===== src/rtl/mem_port_arbiter_if.sv =====
// Bus bundle between the core requesters (IF, LSU), the arbiter and the RAM.
// The slave modport is the arbiter's view. The master modport is the
// surrounding environment, which drives the requests and the RAM read data.
interface mem_port_arbiter_if #(
  parameter int ADDR_W = 32,
  parameter int DATA_W = 32
);
  localparam int BE_W = DATA_W / 8;

  // Instruction-fetch requester
  logic              if_req;
  logic [ADDR_W-1:0] if_addr;
  logic              if_gnt;
  logic              if_rvalid;
  logic [DATA_W-1:0] if_rdata;

  // Load/store requester
  logic              ls_req;
  logic              ls_we;
  logic [BE_W-1:0]   ls_be;
  logic [ADDR_W-1:0] ls_addr;
  logic [DATA_W-1:0] ls_wdata;
  logic              ls_gnt;
  logic              ls_rvalid;
  logic [DATA_W-1:0] ls_rdata;

  // Single-port synchronous RAM
  logic              mem_en;
  logic [BE_W-1:0]   mem_we;
  logic [ADDR_W-1:0] mem_addr;
  logic [DATA_W-1:0] mem_wdata;
  logic [DATA_W-1:0] mem_rdata;

  modport slave (
    input  if_req, if_addr,
    output if_gnt, if_rvalid, if_rdata,
    input  ls_req, ls_we, ls_be, ls_addr, ls_wdata,
    output ls_gnt, ls_rvalid, ls_rdata,
    output mem_en, mem_we, mem_addr, mem_wdata,
    input  mem_rdata
  );

  modport master (
    output if_req, if_addr,
    input  if_gnt, if_rvalid, if_rdata,
    output ls_req, ls_we, ls_be, ls_addr, ls_wdata,
    input  ls_gnt, ls_rvalid, ls_rdata,
    input  mem_en, mem_we, mem_addr, mem_wdata,
    output mem_rdata
  );
endinterface


===== src/rtl/mem_port_arbiter.sv =====
// Shares one single-port synchronous RAM between instruction fetch and the
// load/store unit. The LSU wins ties, but only for MAX_CONSEC grants in a row
// while fetch is waiting, so fetch always makes progress. The RAM answers one
// cycle after the access, and the owner register steers that answer back to
// whichever requester issued it.
module mem_port_arbiter #(
  parameter int ADDR_W     = 32,
  parameter int DATA_W     = 32,
  parameter int MAX_CONSEC = 4
) (
  input logic                clk_100,
  input logic                reset,
  mem_port_arbiter_if.slave  bus
);
  localparam int BE_W = DATA_W / 8;
  // MAX_CONSEC is limited to 1..15, so a 4-bit counter always holds it
  localparam logic [3:0] MAX_CNT = 4'(MAX_CONSEC);

  typedef enum logic {
    OWNER_IF = 1'b0,
    OWNER_LS = 1'b1
  } owner_e;

  // Registered state
  logic [3:0] cnt_q, cnt_d;
  logic       inflight_q, inflight_d;
  owner_e     owner_q, owner_d;

  // Combinational issue-side signals
  logic              if_gnt;
  logic              ls_gnt;
  logic              mem_en;
  logic [BE_W-1:0]   mem_we;
  logic [ADDR_W-1:0] mem_addr;
  logic [DATA_W-1:0] mem_wdata;

  // Completion-side signals
  logic              if_rvalid;
  logic              ls_rvalid;
  logic [DATA_W-1:0] if_rdata;
  logic [DATA_W-1:0] ls_rdata;

  // Pick this cycle's winner: the LSU unless fetch has been starved for MAX_CONSEC grants
  always_comb begin
    if_gnt = 1'b0;
    ls_gnt = 1'b0;
    if (!reset) begin
      if (bus.ls_req && (!bus.if_req || (cnt_q < MAX_CNT))) begin
        ls_gnt = 1'b1;
      end else if (bus.if_req) begin
        if_gnt = 1'b1;
      end
    end
  end

  // Drive the RAM from the granted requester; everything idles at zero otherwise
  always_comb begin
    mem_en    = if_gnt | ls_gnt;
    mem_we    = '0;
    mem_addr  = '0;
    mem_wdata = '0;
    if (ls_gnt) begin
      mem_addr  = bus.ls_addr;
      mem_wdata = bus.ls_wdata;
      if (bus.ls_we) begin
        mem_we = bus.ls_be;
      end
    end else if (if_gnt) begin
      mem_addr = bus.if_addr;
    end
  end

  // Next state: count LSU wins while fetch waits, and remember who owns the in-flight access
  always_comb begin
    cnt_d = 4'd0;
    if (ls_gnt && bus.if_req) begin
      if (cnt_q >= MAX_CNT) begin
        cnt_d = MAX_CNT;
      end else begin
        cnt_d = cnt_q + 4'd1;
      end
    end
    inflight_d = mem_en;
    owner_d    = ls_gnt ? OWNER_LS : OWNER_IF;
  end

  // State registers with synchronous reset
  always_ff @(posedge clk_100) begin
    if (reset) begin
      cnt_q      <= 4'd0;
      inflight_q <= 1'b0;
      owner_q    <= OWNER_IF;
    end else begin
      cnt_q      <= cnt_d;
      inflight_q <= inflight_d;
      owner_q    <= owner_d;
    end
  end

  // Route the RAM's answer to its owner; an access caught by reset is dropped
  always_comb begin
    if_rvalid = 1'b0;
    ls_rvalid = 1'b0;
    if_rdata  = '0;
    ls_rdata  = '0;
    if (inflight_q && !reset) begin
      if (owner_q == OWNER_LS) begin
        ls_rvalid = 1'b1;
        ls_rdata  = bus.mem_rdata;
      end else begin
        if_rvalid = 1'b1;
        if_rdata  = bus.mem_rdata;
      end
    end
  end

  assign bus.if_gnt    = if_gnt;
  assign bus.ls_gnt    = ls_gnt;
  assign bus.if_rvalid = if_rvalid;
  assign bus.ls_rvalid = ls_rvalid;
  assign bus.if_rdata  = if_rdata;
  assign bus.ls_rdata  = ls_rdata;
  assign bus.mem_en    = mem_en;
  assign bus.mem_we    = mem_we;
  assign bus.mem_addr  = mem_addr;
  assign bus.mem_wdata = mem_wdata;
endmodule


===== src/flat_wrapper.sv =====
// flat-port wrapper written by rule: the top's interface ports become plain ports
module mem_port_arbiter_flat 
#(
  parameter int ADDR_W     = 32,
  parameter int DATA_W     = 32,
  parameter int MAX_CONSEC = 4
)
  (clk_100, reset, bus_if_req, bus_if_addr, bus_if_gnt, bus_if_rvalid, bus_if_rdata, bus_ls_req, bus_ls_we, bus_ls_be, bus_ls_addr, bus_ls_wdata, bus_ls_gnt, bus_ls_rvalid, bus_ls_rdata, bus_mem_en, bus_mem_we, bus_mem_addr, bus_mem_wdata, bus_mem_rdata);
  mem_port_arbiter_if #(.ADDR_W(ADDR_W), .DATA_W(DATA_W)) bus_i ();
  input logic clk_100;
  input logic reset;
  input wire logic [$bits(bus_i.if_req)-1:0] bus_if_req;
  input wire logic [$bits(bus_i.if_addr)-1:0] bus_if_addr;
  output wire logic [$bits(bus_i.if_gnt)-1:0] bus_if_gnt;
  output wire logic [$bits(bus_i.if_rvalid)-1:0] bus_if_rvalid;
  output wire logic [$bits(bus_i.if_rdata)-1:0] bus_if_rdata;
  input wire logic [$bits(bus_i.ls_req)-1:0] bus_ls_req;
  input wire logic [$bits(bus_i.ls_we)-1:0] bus_ls_we;
  input wire logic [$bits(bus_i.ls_be)-1:0] bus_ls_be;
  input wire logic [$bits(bus_i.ls_addr)-1:0] bus_ls_addr;
  input wire logic [$bits(bus_i.ls_wdata)-1:0] bus_ls_wdata;
  output wire logic [$bits(bus_i.ls_gnt)-1:0] bus_ls_gnt;
  output wire logic [$bits(bus_i.ls_rvalid)-1:0] bus_ls_rvalid;
  output wire logic [$bits(bus_i.ls_rdata)-1:0] bus_ls_rdata;
  output wire logic [$bits(bus_i.mem_en)-1:0] bus_mem_en;
  output wire logic [$bits(bus_i.mem_we)-1:0] bus_mem_we;
  output wire logic [$bits(bus_i.mem_addr)-1:0] bus_mem_addr;
  output wire logic [$bits(bus_i.mem_wdata)-1:0] bus_mem_wdata;
  input wire logic [$bits(bus_i.mem_rdata)-1:0] bus_mem_rdata;
  assign bus_i.if_req = bus_if_req;
  assign bus_i.if_addr = bus_if_addr;
  assign bus_if_gnt = bus_i.if_gnt;
  assign bus_if_rvalid = bus_i.if_rvalid;
  assign bus_if_rdata = bus_i.if_rdata;
  assign bus_i.ls_req = bus_ls_req;
  assign bus_i.ls_we = bus_ls_we;
  assign bus_i.ls_be = bus_ls_be;
  assign bus_i.ls_addr = bus_ls_addr;
  assign bus_i.ls_wdata = bus_ls_wdata;
  assign bus_ls_gnt = bus_i.ls_gnt;
  assign bus_ls_rvalid = bus_i.ls_rvalid;
  assign bus_ls_rdata = bus_i.ls_rdata;
  assign bus_mem_en = bus_i.mem_en;
  assign bus_mem_we = bus_i.mem_we;
  assign bus_mem_addr = bus_i.mem_addr;
  assign bus_mem_wdata = bus_i.mem_wdata;
  assign bus_i.mem_rdata = bus_mem_rdata;
  mem_port_arbiter #(.ADDR_W(ADDR_W), .DATA_W(DATA_W), .MAX_CONSEC(MAX_CONSEC)) u_core (.clk_100(clk_100), .reset(reset), .bus(bus_i));
endmodule

===== config.mk =====
export PLATFORM = sky130hd
export DESIGN_NAME = mem_port_arbiter_flat
export DESIGN_NICKNAME = d
export VERILOG_FILES = /design/src/rtl/mem_port_arbiter_if.sv /design/src/rtl/mem_port_arbiter.sv /design/src/flat_wrapper.sv
export SDC_FILE = /design/constraint.sdc
export NUM_CORES = 1
export LEC_CHECK = 0
export CELL_PAD_IN_SITES_DETAIL_PLACEMENT = 0
export CELL_PAD_IN_SITES_GLOBAL_PLACEMENT = 2
export CORE_MARGIN = 5
export CORE_UTILIZATION = 10
export CTS_BUF_LIST = sky130_fd_sc_hd__clkbuf_8
export CTS_CLUSTER_SIZE = 12
export DETAILED_ROUTE_END_ITERATION = 10
export PLACE_DENSITY_LB_ADDON = 0.15
export SKIP_LAST_GASP = 1
export SLEW_MARGIN = 20
export SYNTH_ARGS = -nofsm -noshare
export SYNTH_HDL_FRONTEND = slang
export SYNTH_SLANG_ARGS = --single-unit

===== constraint.sdc =====
create_clock -name clk_100 -period 3.9 [get_ports clk_100]
set_input_delay 0.78 -clock clk_100 [delete_from_list [all_inputs] [get_ports clk_100]]
set_output_delay 0.78 -clock clk_100 [all_outputs]
set_load 0.05 [all_outputs]

; Word-level counts from Yosys, hierarchy flattened
; Cells that the tools add are included.
[word_totals]
ramBits = 0
inputBits = 137
wordCells = 37
register_bits = 6
rom_bits = 0
latch_bits = 0
memories = 0
[classes]
n_eq_ne = 0
addsub = 1
shift = 0
mux = 20
mul = 0
n_reduce_logical = 8
div_mod_pow = 0
n_bitwise = 2
magnitude_cmp = 2
[ops]
columns = operator, count
row1 = $mux W32, 7
row2 = $mux W1, 10
row3 = $mux W4, 2
row4 = $add A4 B1 Y4 const B, 1
row5 = $ge A4 B3 Y1 const B, 1
row6 = $lt A4 B3 Y1 const B, 1
row7 = $logic_and A1 B1 Y1, 3
row8 = $mux W3, 1
row9 = $reduce_or A3 Y1, 1
row10 = $logic_not A1 Y1, 2
row11 = $reduce_or A2 Y1, 1
row12 = $logic_or A1 B1 Y1, 1
row13 = $not A1 Y1, 1
row14 = $or A1 B1 Y1, 1

; Logic depth before layout (Yosys ltp)
[logic_depth]
ltp_word = 8
ltp_mapped = 6
mapped_depth_nobuf = 3

; Least setup slack after synthesis
; Ideal clock, no wire load.
[synth_timing]
kind = in2out
startpoint = input port reset
endpoint = output port bus_ls_rdata[21]
arrival_ns = 2.147
path_stages = 3
path_slack_ns = 0.973
path_cell_list = and3b_1 clkbuf_1 and2_1
[synth_via]
elab_chain_len = 3
[synth_lines]
columns = item, line_no
row1 = start: declaration, flat_wrapper.sv:11  ; input logic reset;
row2 = $logic_not A1 Y1, mem_port_arbiter.sv:106  ; if (inflight_q && !reset) begin
row3 = $logic_and A1 B1 Y1, mem_port_arbiter.sv:106
row4 = $mux W32, mem_port_arbiter.sv:106
row5 = end: declaration, flat_wrapper.sv:24  ; output wire logic [$bits(bus_i.ls_rdata)-1:0] bus_ls_rdata;
; Every way passes these cells.

; Final worst setup path
[layout_timing]
startpoint = input port reset
endpoint = output port bus_if_rdata[2]
[layout_via]
elab_chain_len = 3
[layout_lines]
columns = item, line_no
row1 = $logic_not A1 Y1, mem_port_arbiter.sv:106
row2 = $logic_and A1 B1 Y1, mem_port_arbiter.sv:106
row3 = $mux W32, mem_port_arbiter.sv:106
row4 = end: declaration, flat_wrapper.sv:16  ; output wire logic [$bits(bus_i.if_rdata)-1:0] bus_if_rdata;
; Every way passes these cells.

==> out/results.tsv <==
stage	metric	value	unit
grt	initial antenna violation count	0	
grt	first-pass GRT wire length	13500	um
clock_tree	Clk Latency, worst-skew pair	220	ps
pwr	Reg power frac	8.5	%
final_layout	commonest non-fill, non-tap cell in the layout	clkdlybuf4s50_1	
final_layout	layout cells sized above 1	32.4	%
clock_tree	Longest Clk Path Bufs	2	
setup_path	r2r endpoint	u_core.cnt_q[1]	
clock_tree	CTS Root Cell	clkbuf_8	
clock_tree	# hold bufs at CTS	0	
clock_tree	Post-CTS Resized	0	
detailed_routing	DRT Pass-1 Iters	4	
detailed_routing	Detailed Route WL	9580	um
floorplan	Die ar.	14600	um2
pwr	internal power	447	uW
pwr	Sw Share	41.6	%
grt	GRT Total Usage	11.8	%
setup_path	most used cell, CP	clkdlybuf4s50_1	
grt	GR Util met1	12.1	%
setup_path	Slowest-stage cell, CP	clkdlybuf4s50_1	
timing	TNS Setup	0	ps
pwr	combinational share of power	79.3	%
clock_tree	clock sinks	6	
floorplan	overall die width	121	um
setup_path	Setup CP Type	in -> out	
floorplan	DIE HEIGHT	121	um
setup_path	critical path's largest stage delay	800	ps
setup_path	CP Launch Point	reset	
clock_tree	number of CTS-inserted buffers	3	
setup_path	CP delay by family, top	buffers and inverters	
pwr	leak pwr	0.00214	uW
clock_tree	Clock Pin Slew Worst Setup and Hold Paths	40	ps
final_layout	most frequent cells in the layout	clkdlybuf4s50_1 (143), buf_12 (102), and2_1 (96)	
setup_path	Worst path depth	4	
clock_tree	htree depth	1	
logic_synthesis	synth warn	0	
setup_path	CP required	3120	ps
timing	RSZ-0062 raised after global routing	false	
final_layout	number of diodes	0	
final_layout	Layout Area Growth over Synthesis	314	%
placement	Post-Place Setup Slack	382	ps
setup_path	Crit. End Element	output pin	
setup_path	CP arrival	2720	ps
logic_synthesis	Yosys cell types	17	
floorplan	Core Area	12000	um2
timing	worst-margin pin slew	499	ps
setup_path	FF-to-FF Start	u_core.cnt_q[0]	
detailed_routing	DRC Markers	0	
setup_path	Critical Path Sink	bus_if_rdata[2]	
floorplan	row count	40	
run	max_cap viols	0	
pwr	Clock power frac	12.2	%
timing	clk_skew	3.54	ps
setup_path	crit path buf inv count	2	
detailed_routing	Routed WL per cell	16.5	um
logic_synthesis	post-synthesis instance total	173	
final_layout	Layout Nets	575	
detailed_routing	Vias	2243	
logic_synthesis	Seq/Total Area, Yosys	9.79	%
timing	Rel. slew slack	66.6	%
detailed_routing	Routed Antenna Nets	0	
logic_synthesis	Yosys reg bits	6	
grt	GR peak layer	met2	
placement	Port Buffers	273	
timing	min Tclk post-route	3500	ps
setup_path	critical path cell sequence	clkdlybuf4s50_1 > nor3b_2 > and2_1 > clkdlybuf4s50_1	
timing	final hold violations	0	
timing	Slew Viols, Final	0	
worst_hold_path	Hold WC Path Type	reg -> reg	
timing	Setup-failing EPs final	0	
floorplan	I/O pin count	274	
detailed_routing	Starting DRT DRC Count	59	
setup_path	Critical Path Source Type	input pin	
detailed_routing	vias per inst	3.85	
setup_path	flop2flop setup slack	3070	ps
grt	met3 Usage GRT	2.99	%
logic_synthesis	net count after synthesis	311	
status	status	complete, no violations	
grt	total gr overflow	0	
pwr	P_sw	317	uW
setup_path	Reg2Reg Depth	2	
logic_synthesis	netlist area before placement	1230	um2
clock_tree	CTS tree	built	
grt	vias in the first global route	2280	
pwr	largest vdd supply drop	119	uV
grt	largest net degree at the start of global routing	70	
timing	fmax	286	MHz
pwr	PD cells	150	nW/um2
floorplan	Starting Density	10.2	%
placement	Post-DP HPWL	8350	um
clock_tree	# Post-CTS Setup Buffers	0	
logic_synthesis	syn avg cell area	7.09	um2
grt	grt met2 use	24.3	%
timing	Worst Slack Setup Final	404	ps
setup_path	Crit Path Max Fanout	7	
placement	RD Place Congestion	0.742	
timing	Final Cycle Share	89.6	%
[Yosys cell counts]
library cell | n | area (um2)
buf_4 | 1 | 7.51
and3b_1 | 3 | 26.3
a22o_1 | 32 | 280
buf_2 | 9 | 45.0
o21ai_0 | 1 | 5.00
nor2b_1 | 2 | 12.5
nor3b_2 | 1 | 12.5
nand2_1 | 1 | 3.75
nor3b_1 | 1 | 7.51
and2_1 | 96 | 601
conb_1 | 1 | 3.75
ha_1 | 1 | 12.5
clkbuf_1 | 7 | 26.3
nor2_1 | 4 | 15.0
buf_6 | 1 | 11.3
and3_1 | 6 | 37.5
dfxtp_1 | 6 | 120
[layout make-up]
type / count / area, um2
multi-input cells: 149 / 1030
well taps: 147 / 184
repair buffers: 277 / 3710
flip-flops and latches: 6 / 120
fillers: 1156 / 6930
clock buffers: 3 / 41.3
[routing by layer]
| metal | part of all wire (%) | wire length (um) | vias to the layer above |
|---|---|---|---|
| met4 | 0.42 | 40 | 0 |
| li1 | - | - | 1111 |
| met3 | 7.2 | 692 | 4 |
| met2 | 58 | 5590 | 114 |
| met5 | 0 | 0 | - |
| met1 | 34 | 3260 | 1014 |
[worst register-to-register path: stages, from the launching register on]
cell and delay, ps:
dfxtp_1 310, ha_1 280, and3_1 140
[registers in the layout, indices dropped and copies added, names as in the netlist]
register,flops
u_core.inflight_q,1
u_core.cnt_q,4
u_core.owner_q,1
[worst min path at each step]
stage / endpoint / slack [ps] / cells past startpoint / from
6_report: u_core.cnt_q[0] / 420 / 1 / u_core.cnt_q[0]
3_5_place_dp: u_core.cnt_q[0] / 410 / 1 / u_core.cnt_q[0]
3_3_place_gp: u_core.cnt_q[0] / 410 / 1 / u_core.cnt_q[0]
4_1_cts: u_core.cnt_q[0] / 420 / 1 / u_core.cnt_q[0]
5_1_grt: u_core.cnt_q[0] / 440 / 1 / u_core.cnt_q[0]
2_1_floorplan: u_core.cnt_q[0] / 400 / 1 / u_core.cnt_q[0]
[cell families after synthesis]
| family | share of synthesized area [%] |
|---|---|
| buf+inv | 7.34 |
| other cells | 0.306 |
| flops | 9.79 |
| compound gates | 23.2 |
| simple gates | 58.3 |
| fa+ha+maj | 1.02 |
[metrics by stage]
stage          instances  instance area [um2]  util, %  power, uW  hold WS [ps]
6_report             582                 5080     42.3        764           419
2_1_floorplan        173                 1230        -        320           396
3_3_place_gp         579                 5040     42.0        675           407
3_5_place_dp         579                 5040     42.0        677           415
4_1_cts              582                 5080     42.3        775           419
5_1_grt              582                 5080     42.3        796           439
[power groups by stage]
stage	Clock, uW	Sequential [uW]	Combinational [uW]
final	93.2	65.0	606
after CTS	96.9	65.0	613
after detailed placement	0	65.9	611
after global placement	0	65.8	609
after floorplan	0	65.5	254
after global routing	102	65.2	629
Note: power is estimated with default switching activity, not from simulation.
